File: src/rtl/mem_pkg.sv
// Shared types and helpers for the MEM-stage load/store unit: FSM states, access-size codes,
// alignment check, byte-enable generation and store-data lane replication (64-bit max, callers truncate).
package mem_pkg;

  typedef enum logic [1:0] {
    IDLE = 2'd0,
    REQ  = 2'd1,
    WAIT = 2'd2
  } state_e;

  localparam logic [1:0] SZ_B = 2'd0;
  localparam logic [1:0] SZ_H = 2'd1;
  localparam logic [1:0] SZ_W = 2'd2;
  localparam logic [1:0] SZ_D = 2'd3;

  function automatic logic aligned(input logic [2:0] lo, input logic [1:0] size, input logic dw64);
    case (size)
      SZ_B:    aligned = 1'b1;
      SZ_H:    aligned = (lo[0] == 1'b0);
      SZ_W:    aligned = (lo[1:0] == 2'b00);
      default: aligned = dw64 && (lo == 3'b000);
    endcase
  endfunction

  function automatic logic [7:0] gen_be(input logic [2:0] off, input logic [1:0] size);
    case (size)
      SZ_B:    gen_be = 8'h01 << off;
      SZ_H:    gen_be = 8'h03 << off;
      SZ_W:    gen_be = 8'h0F << off;
      default: gen_be = 8'hFF;
    endcase
  endfunction

  function automatic logic [63:0] repl_wdata(input logic [63:0] d, input logic [1:0] size);
    case (size)
      SZ_B:    repl_wdata = {8{d[7:0]}};
      SZ_H:    repl_wdata = {4{d[15:0]}};
      SZ_W:    repl_wdata = {2{d[31:0]}};
      default: repl_wdata = d;
    endcase
  endfunction

endpackage

File: src/rtl/mem_stage_lsu_if.sv
// Data-memory req/gnt/rvalid bus. master = LSU, slave = memory; memory may stall via gnt/rvalid.
interface mem_stage_lsu_if #(
  parameter int DATA_W = 32,
  parameter int ADDR_W = 32
) ();
  localparam int BE_W = DATA_W / 8;

  logic              req;
  logic              we;
  logic [BE_W-1:0]   be;
  logic [ADDR_W-1:0] addr;
  logic [DATA_W-1:0] wdata;
  logic              gnt;
  logic              rvalid;
  logic [DATA_W-1:0] rdata;

  modport master (output req, we, be, addr, wdata, input gnt, rvalid, rdata);
  modport slave  (input req, we, be, addr, wdata, output gnt, rvalid, rdata);
endinterface

File: src/rtl/mem_stage_lsu_align.sv
// Load extraction: shift the memory word down to the byte offset, then sign/zero-extend by size.
// Purely combinational, no backpressure.
module lsu_align import mem_pkg::*; #(
  parameter int DATA_W = 32
) (
  input  logic [DATA_W-1:0]             rdata_i,
  input  logic [$clog2(DATA_W/8)-1:0]   off_i,
  input  logic [1:0]                    size_i,
  input  logic                          unsigned_i,
  output logic [DATA_W-1:0]             result_o
);
  logic [63:0] sh;
  logic [63:0] ext;
  logic        sx;

  // Extension is built at 64 bits; for DATA_W=32 the word case truncates away, so unsigned is moot there.
  always_comb begin
    sh = 64'(rdata_i >> {off_i, 3'b000});
    sx = ~unsigned_i;
    case (size_i)
      SZ_B:    ext = {{56{sx & sh[7]}},  sh[7:0]};
      SZ_H:    ext = {{48{sx & sh[15]}}, sh[15:0]};
      SZ_W:    ext = {{32{sx & sh[31]}}, sh[31:0]};
      default: ext = sh;
    endcase
    result_o = DATA_W'(ext);
  end
endmodule

File: src/rtl/mem_stage_lsu.sv
// MEM stage: registers EX->WB results and runs loads/stores over a req/gnt/rvalid memory bus.
// Latency 1 cycle for ALU/misaligned ops, memory-dependent otherwise; stall_o holds EX until completion.
module mem_stage_lsu import mem_pkg::*; #(
  parameter int DATA_W     = 32,
  parameter int ADDR_W     = 32,
  parameter int REG_ADDR_W = 5,
  parameter int BE_W       = DATA_W / 8
) (
  input  logic                  clk,
  input  logic                  rst_n,
  input  logic                  ex_valid_i,
  input  logic                  write_reg_en_i,
  input  logic [REG_ADDR_W-1:0] write_reg_addr_i,
  input  logic [DATA_W-1:0]     write_reg_data_i,
  input  logic                  mem_read_i,
  input  logic                  mem_write_i,
  input  logic [1:0]            mem_size_i,
  input  logic                  mem_unsigned_i,
  input  logic [ADDR_W-1:0]     mem_addr_i,
  input  logic [DATA_W-1:0]     mem_wdata_i,
  output logic                  stall_o,
  mem_stage_lsu_if.master       dmem,
  output logic                  wb_valid_o,
  output logic                  write_reg_en_o,
  output logic [REG_ADDR_W-1:0] write_reg_addr_o,
  output logic [DATA_W-1:0]     write_reg_data_o,
  output logic                  misalign_o
);
  localparam int   OFF_W = $clog2(BE_W);
  localparam logic DW64  = (DATA_W == 64);

  state_e state_q, state_d;
  logic req_q, req_d, we_q, we_d;
  logic [BE_W-1:0] be_q, be_d;
  logic [ADDR_W-1:0] addr_q, addr_d;
  logic [DATA_W-1:0] wdata_q, wdata_d;
  logic wb_valid_q, wb_valid_d, wr_en_q, wr_en_d, misalign_q, misalign_d;
  logic [REG_ADDR_W-1:0] wr_addr_q, wr_addr_d, ld_rd_q, ld_rd_d;
  logic [DATA_W-1:0] wr_data_q, wr_data_d;
  logic ld_en_q, ld_en_d, ld_uns_q, ld_uns_d;
  logic [1:0] ld_size_q, ld_size_d;
  logic [OFF_W-1:0] ld_off_q, ld_off_d;

  logic memop, is_aligned, issue;
  logic [DATA_W-1:0] load_data;

  assign memop      = ex_valid_i & (mem_read_i | mem_write_i);
  assign is_aligned = aligned(mem_addr_i[2:0], mem_size_i, DW64);
  assign issue      = memop & is_aligned;

  lsu_align #(.DATA_W(DATA_W)) u_align (
    .rdata_i   (dmem.rdata),
    .off_i     (ld_off_q),
    .size_i    (ld_size_q),
    .unsigned_i(ld_uns_q),
    .result_o  (load_data)
  );

  always_ff @(posedge clk or negedge rst_n) begin
    if (!rst_n) state_q <= IDLE;
    else        state_q <= state_d;
  end

  always_comb begin
    state_d = state_q;
    case (state_q)
      IDLE:    if (issue) state_d = REQ;
      REQ:     if (dmem.gnt) state_d = we_q ? IDLE : WAIT;
      WAIT:    if (dmem.rvalid) state_d = IDLE;
      default: state_d = IDLE;
    endcase
  end

  always_comb begin
    req_d = req_q;  we_d = we_q;  be_d = be_q;  addr_d = addr_q;  wdata_d = wdata_q;
    wb_valid_d = 1'b0;  wr_en_d = 1'b0;  misalign_d = 1'b0;
    wr_addr_d = wr_addr_q;  wr_data_d = wr_data_q;
    ld_en_d = ld_en_q;  ld_rd_d = ld_rd_q;  ld_size_d = ld_size_q;
    ld_uns_d = ld_uns_q;  ld_off_d = ld_off_q;
    case (state_q)
      IDLE: if (ex_valid_i) begin
        if (!memop) begin
          wb_valid_d = 1'b1;
          wr_en_d    = write_reg_en_i;
          wr_addr_d  = write_reg_addr_i;
          wr_data_d  = write_reg_data_i;
        end else if (!is_aligned) begin
          wb_valid_d = 1'b1;
          misalign_d = 1'b1;
          wr_addr_d  = write_reg_addr_i;
        end else begin
          // A read+write combination is a store: we follows mem_write_i alone.
          req_d     = 1'b1;
          we_d      = mem_write_i;
          be_d      = BE_W'(gen_be(3'(mem_addr_i[OFF_W-1:0]), mem_size_i));
          addr_d    = mem_addr_i & ~ADDR_W'(BE_W - 1);
          wdata_d   = DATA_W'(repl_wdata(64'(mem_wdata_i), mem_size_i));
          ld_en_d   = write_reg_en_i;
          ld_rd_d   = write_reg_addr_i;
          ld_size_d = mem_size_i;
          ld_uns_d  = mem_unsigned_i;
          ld_off_d  = mem_addr_i[OFF_W-1:0];
        end
      end
      REQ: if (dmem.gnt) begin
        req_d = 1'b0;
        if (we_q) wb_valid_d = 1'b1;
      end
      WAIT: if (dmem.rvalid) begin
        wb_valid_d = 1'b1;
        wr_en_d    = ld_en_q;
        wr_addr_d  = ld_rd_q;
        wr_data_d  = load_data;
      end
      default: ;
    endcase
  end

  always_ff @(posedge clk or negedge rst_n) begin
    if (!rst_n) begin
      req_q <= 1'b0;  we_q <= 1'b0;  be_q <= '0;  addr_q <= '0;  wdata_q <= '0;
      wb_valid_q <= 1'b0;  wr_en_q <= 1'b0;  misalign_q <= 1'b0;
      wr_addr_q <= '0;  wr_data_q <= '0;
      ld_en_q <= 1'b0;  ld_rd_q <= '0;  ld_size_q <= SZ_B;  ld_uns_q <= 1'b0;  ld_off_q <= '0;
    end else begin
      req_q <= req_d;  we_q <= we_d;  be_q <= be_d;  addr_q <= addr_d;  wdata_q <= wdata_d;
      wb_valid_q <= wb_valid_d;  wr_en_q <= wr_en_d;  misalign_q <= misalign_d;
      wr_addr_q <= wr_addr_d;  wr_data_q <= wr_data_d;
      ld_en_q <= ld_en_d;  ld_rd_q <= ld_rd_d;  ld_size_q <= ld_size_d;
      ld_uns_q <= ld_uns_d;  ld_off_q <= ld_off_d;
    end
  end

  // Low in the completion cycle so EX advances on the same edge the result is registered.
  assign stall_o = ((state_q == IDLE) & issue) |
                   ((state_q == REQ)  & ~(dmem.gnt & we_q)) |
                   ((state_q == WAIT) & ~dmem.rvalid);

  assign dmem.req         = req_q;
  assign dmem.we          = we_q;
  assign dmem.be          = be_q;
  assign dmem.addr        = addr_q;
  assign dmem.wdata       = wdata_q;
  assign wb_valid_o       = wb_valid_q;
  assign write_reg_en_o   = wr_en_q;
  assign write_reg_addr_o = wr_addr_q;
  assign write_reg_data_o = wr_data_q;
  assign misalign_o       = misalign_q;
endmodule

File: src/flat_wrapper.sv
// flat-port wrapper written by rule: the top's interface ports become plain ports
module mem_stage_lsu_flat import mem_pkg::*;
#(
  parameter int DATA_W     = 32,
  parameter int ADDR_W     = 32,
  parameter int REG_ADDR_W = 5,
  parameter int BE_W       = DATA_W / 8
)
  (clk, rst_n, ex_valid_i, write_reg_en_i, write_reg_addr_i, write_reg_data_i, mem_read_i, mem_write_i, mem_size_i, mem_unsigned_i, mem_addr_i, mem_wdata_i, stall_o, wb_valid_o, write_reg_en_o, write_reg_addr_o, write_reg_data_o, misalign_o, dmem_req, dmem_we, dmem_be, dmem_addr, dmem_wdata, dmem_gnt, dmem_rvalid, dmem_rdata);
  mem_stage_lsu_if #(.DATA_W(DATA_W), .ADDR_W(ADDR_W)) dmem_i ();
  input  logic clk;
  input  logic rst_n;
  input  logic ex_valid_i;
  input  logic write_reg_en_i;
  input  logic [REG_ADDR_W-1:0] write_reg_addr_i;
  input  logic [DATA_W-1:0] write_reg_data_i;
  input  logic mem_read_i;
  input  logic mem_write_i;
  input  logic [1:0] mem_size_i;
  input  logic mem_unsigned_i;
  input  logic [ADDR_W-1:0] mem_addr_i;
  input  logic [DATA_W-1:0] mem_wdata_i;
  output logic stall_o;
  output logic wb_valid_o;
  output logic write_reg_en_o;
  output logic [REG_ADDR_W-1:0] write_reg_addr_o;
  output logic [DATA_W-1:0] write_reg_data_o;
  output logic misalign_o;
  output wire logic [$bits(dmem_i.req)-1:0] dmem_req;
  output wire logic [$bits(dmem_i.we)-1:0] dmem_we;
  output wire logic [$bits(dmem_i.be)-1:0] dmem_be;
  output wire logic [$bits(dmem_i.addr)-1:0] dmem_addr;
  output wire logic [$bits(dmem_i.wdata)-1:0] dmem_wdata;
  input wire logic [$bits(dmem_i.gnt)-1:0] dmem_gnt;
  input wire logic [$bits(dmem_i.rvalid)-1:0] dmem_rvalid;
  input wire logic [$bits(dmem_i.rdata)-1:0] dmem_rdata;
  assign dmem_req = dmem_i.req;
  assign dmem_we = dmem_i.we;
  assign dmem_be = dmem_i.be;
  assign dmem_addr = dmem_i.addr;
  assign dmem_wdata = dmem_i.wdata;
  assign dmem_i.gnt = dmem_gnt;
  assign dmem_i.rvalid = dmem_rvalid;
  assign dmem_i.rdata = dmem_rdata;
  mem_stage_lsu #(.DATA_W(DATA_W), .ADDR_W(ADDR_W), .REG_ADDR_W(REG_ADDR_W), .BE_W(BE_W)) u_core (.clk(clk), .rst_n(rst_n), .ex_valid_i(ex_valid_i), .write_reg_en_i(write_reg_en_i), .write_reg_addr_i(write_reg_addr_i), .write_reg_data_i(write_reg_data_i), .mem_read_i(mem_read_i), .mem_write_i(mem_write_i), .mem_size_i(mem_size_i), .mem_unsigned_i(mem_unsigned_i), .mem_addr_i(mem_addr_i), .mem_wdata_i(mem_wdata_i), .stall_o(stall_o), .dmem(dmem_i), .wb_valid_o(wb_valid_o), .write_reg_en_o(write_reg_en_o), .write_reg_addr_o(write_reg_addr_o), .write_reg_data_o(write_reg_data_o), .misalign_o(misalign_o));
endmodule
File: config.mk
export PLATFORM = sky130hd
export DESIGN_NAME = mem_stage_lsu_flat
export DESIGN_NICKNAME = d
export VERILOG_FILES = /design/src/rtl/mem_pkg.sv /design/src/rtl/mem_stage_lsu_if.sv /design/src/rtl/mem_stage_lsu_align.sv /design/src/rtl/mem_stage_lsu.sv /design/src/flat_wrapper.sv
export SDC_FILE = /design/constraint.sdc
export NUM_CORES = 1
export LEC_CHECK = 0
export CAP_MARGIN = 15
export CORE_MARGIN = 2
export CORE_UTILIZATION = 47
export DETAILED_ROUTE_END_ITERATION = 12
export PLACE_DENSITY = 0.92
export SETUP_SLACK_MARGIN = 0.15
export SYNTH_ARGS = -nofsm -noshare
export SYNTH_HDL_FRONTEND = slang
export SYNTH_HIERARCHICAL = 1
export SYNTH_SLANG_ARGS = --single-unit
File: constraint.sdc
create_clock -name clk -period 5.5 [get_ports clk]
set_input_delay 1.1 -clock clk [delete_from_list [all_inputs] [get_ports clk]]
set_output_delay 1.1 -clock clk [all_outputs]
set_load 0.01 [all_outputs]
==> metrics <==
status completed; All-Layer GR Usage 28.8%; number of global-route vias before repair 5,903; fin nets 960; CP Data Arrival Time 3740 ps; FF+latch count, synth 121; synthesized area 6150 um2; first-pass GRT wire length 31.3 mm; post-CTS setup buffers 0; final hold violation count 0; WL/cell 20.0 um; area delta synth->final 51.3%; cells on worst reg2reg path 5; Placement Cell Area 8730 um2; residual DRC count 0; Slew Viols, Final 0; DR pass1 iterations 5; uppermost layer routed met4; nature of the critical path startpoint input pin; Final Routed Wirelength 19.9 mm; drt initial violations 553; leakage 3.91 nW; CTS Hold Bufs 0; launch point of the worst reg-to-reg path u_core/ld_off_q[1]; core area 12,700 um2; initial core utilization 48.3%; met1 WL 7.48 mm; maxcap violations 0; Worst-Skew Late Latency 410 ps; I/O pin cnt 255; final setup fails 0; commonest non-fill, non-tap cell in the layout clkdlybuf4s50_1; worst slack, placed 697 ps; Setup Crit Path Kind input pin to output pin; worst slew pin tran 1100 ps; CTS tree yes; Pwr Total 4.32 mW; Period minus WS final 4840 ps; CP max FO 17; CP Capture Type output pin; clk_skew 8.36 ps; hold slack 505 ps; grt total ovfl 0; yosys warns 6; Cells after Synth 573; Period Utilization, post-route 88.0%; Worst-path clk slew 50 ps; Row Count 41; number of clock sinks 121; Seq/Total Area, Yosys 49.2%; Setup WS post-layout 658 ps; die height 118 um; RD Place Congestion 0.885; Hold Path End u_core/dmem.wdata[24]; Worst Hold Launch u_core/dmem.wdata[24]; ANT cells 0; hold depth 1; WL met3 1.85 mm; Root Buffer clkbuf_16; Clock Tree Buf Depth 2; initial antenna violation count 0; Pwr Density 464 nW/um2; Chip Width 118 um; placed insts 964; via count 5,575; RSZ-0062 raised after global routing false; Peak supply drop 281 uV; largest net degree at the start of global routing 79; final core utilization 73.2%; Die ar. 14,000 um2; Worst slew margin 26.9%; Port-buffer cells 252; post-route cell area 9310 um2; residual antenna-violating net count after detailed routing 0; endpoint of the worst register-to-register path u_core/write_reg_data_o[20]; CTS H-tree depth 4; Final TNS setup 0 ps; CTS Buf Count 17; hpwl dp 14.2 mm; layout cells sized above 1 17.3%; syn_area_per_cell 10.7 um2; Yosys cell types 46; met2 WL 9.92 mm; required time worst endpoint 4400 ps; post-DR vias/cell 5.61; commonest non-fill, non-tap cells in the layout clkdlybuf4s50_1, dfrtp_1, nand2_1; Hold WC Path Type flip-flop to flip-flop; non-filler cells, final 994; Max Clk Rate 207 MHz; post-cts sizing count 0; R2R Setup Slk 3080 ps
synth_stat cells, drive strengths merged:
cell	count	area share [%]
dfrtp	121	49
a211oi	7	0.85
nand2	102	6.2
nand2b	6	0.61
a221oi	3	1.1
nor3b	1	0.12
o21ai	2	0.16
nor2b	10	1.0
o32ai	1	0.14
a32o	1	0.16
clkbuf	12	0.73
a21oi	26	2.3
nand3	5	0.49
o221ai	2	0.57
a22o	8	1.1
a221o	1	0.16
nor4	1	0.10
inv	4	0.24
buf	29	2.9
nand3b	1	0.12
ha	5	1.0
conb	1	0.061
and2b	1	0.12
or2	10	1.0
xnor2	1	0.14
a31oi	32	3.3
o22ai	8	0.81
nor2	45	3.0
mux2i	17	2.8
mux2	92	17
nand4b	1	0.14
a22oi	8	0.98
or4b	1	0.16
o2bb2ai	8	1.1
sequential cells by signal, summed over array words and instances, names as in the netlist, 4 cells and up:
| name | count |
|---|---|
| u_core/dmem.addr | 30 |
| u_core/dmem.be | 4 |
| u_core/dmem.wdata | 32 |
| u_core/ld_rd_q | 5 |
| u_core/write_reg_addr_o | 5 |
| u_core/write_reg_data_o | 32 |
worst max-delay path, cell delays in order:
cell and delay, ps:
clkdlybuf4s50_1 490, inv_1 140, ha_1 460, nor2_4 220, a221oi_4 530, nand3_4 120, o221ai_1 100, clkdlybuf4s50_1 580
kinds of logic after synthesis:
logic type                 after synthesis  share of synthesized area [%]
AOI/OAI and AO/OA                      107                           12.8
xor gates and xnor gates                 1                          0.142
adders and majority gates                5                           1.02
buffers and inverters                   45                           3.89
DFF                                    121                           49.2
muxes                                  109                           19.7
other                                    1                         0.0610
and+or+nand+nor                        184                           13.2
power breakdown:
part | total, mW | switching [mW] | internal (mW)
clock network | 1.10 | 0.388 | 0.708
logic | 1.77 | 0.774 | 0.993
registers | 1.46 | 0.235 | 1.22
metal layers:
| metal | vias to the layer above | track usage (%) |
|---|---|---|
| met2 | 307 | 49.7 |
| met4 | 0 | 12.7 |
| met1 | 2723 | 32.0 |
| met5 | - | 0 |
| li1 | 2497 | - |
| met3 | 48 | 9.99 |
layout make-up:
cell class	instances	area, um2
flip-flops and latches	121	3030
repair buffers	259	2570
clock buffers	23	488
fillers	851	3410
inverters	4	15.0
clock inverters	7	92.6
well taps	172	215
multi-input cells	408	2900
worst max path at each step:
stage / startpoint / to / slack (ps) / cells past startpoint
global placement: mem_size_i[0] / stall_o / 820 / 8
CTS: mem_size_i[0] / stall_o / 670 / 8
global route: mem_size_i[0] / stall_o / 510 / 8
finish: mem_size_i[0] / stall_o / 660 / 8
floorplan: mem_size_i[0] / stall_o / 1870 / 9
detailed placement: mem_size_i[0] / stall_o / 700 / 8
Power figures use the tool's default switching activity.
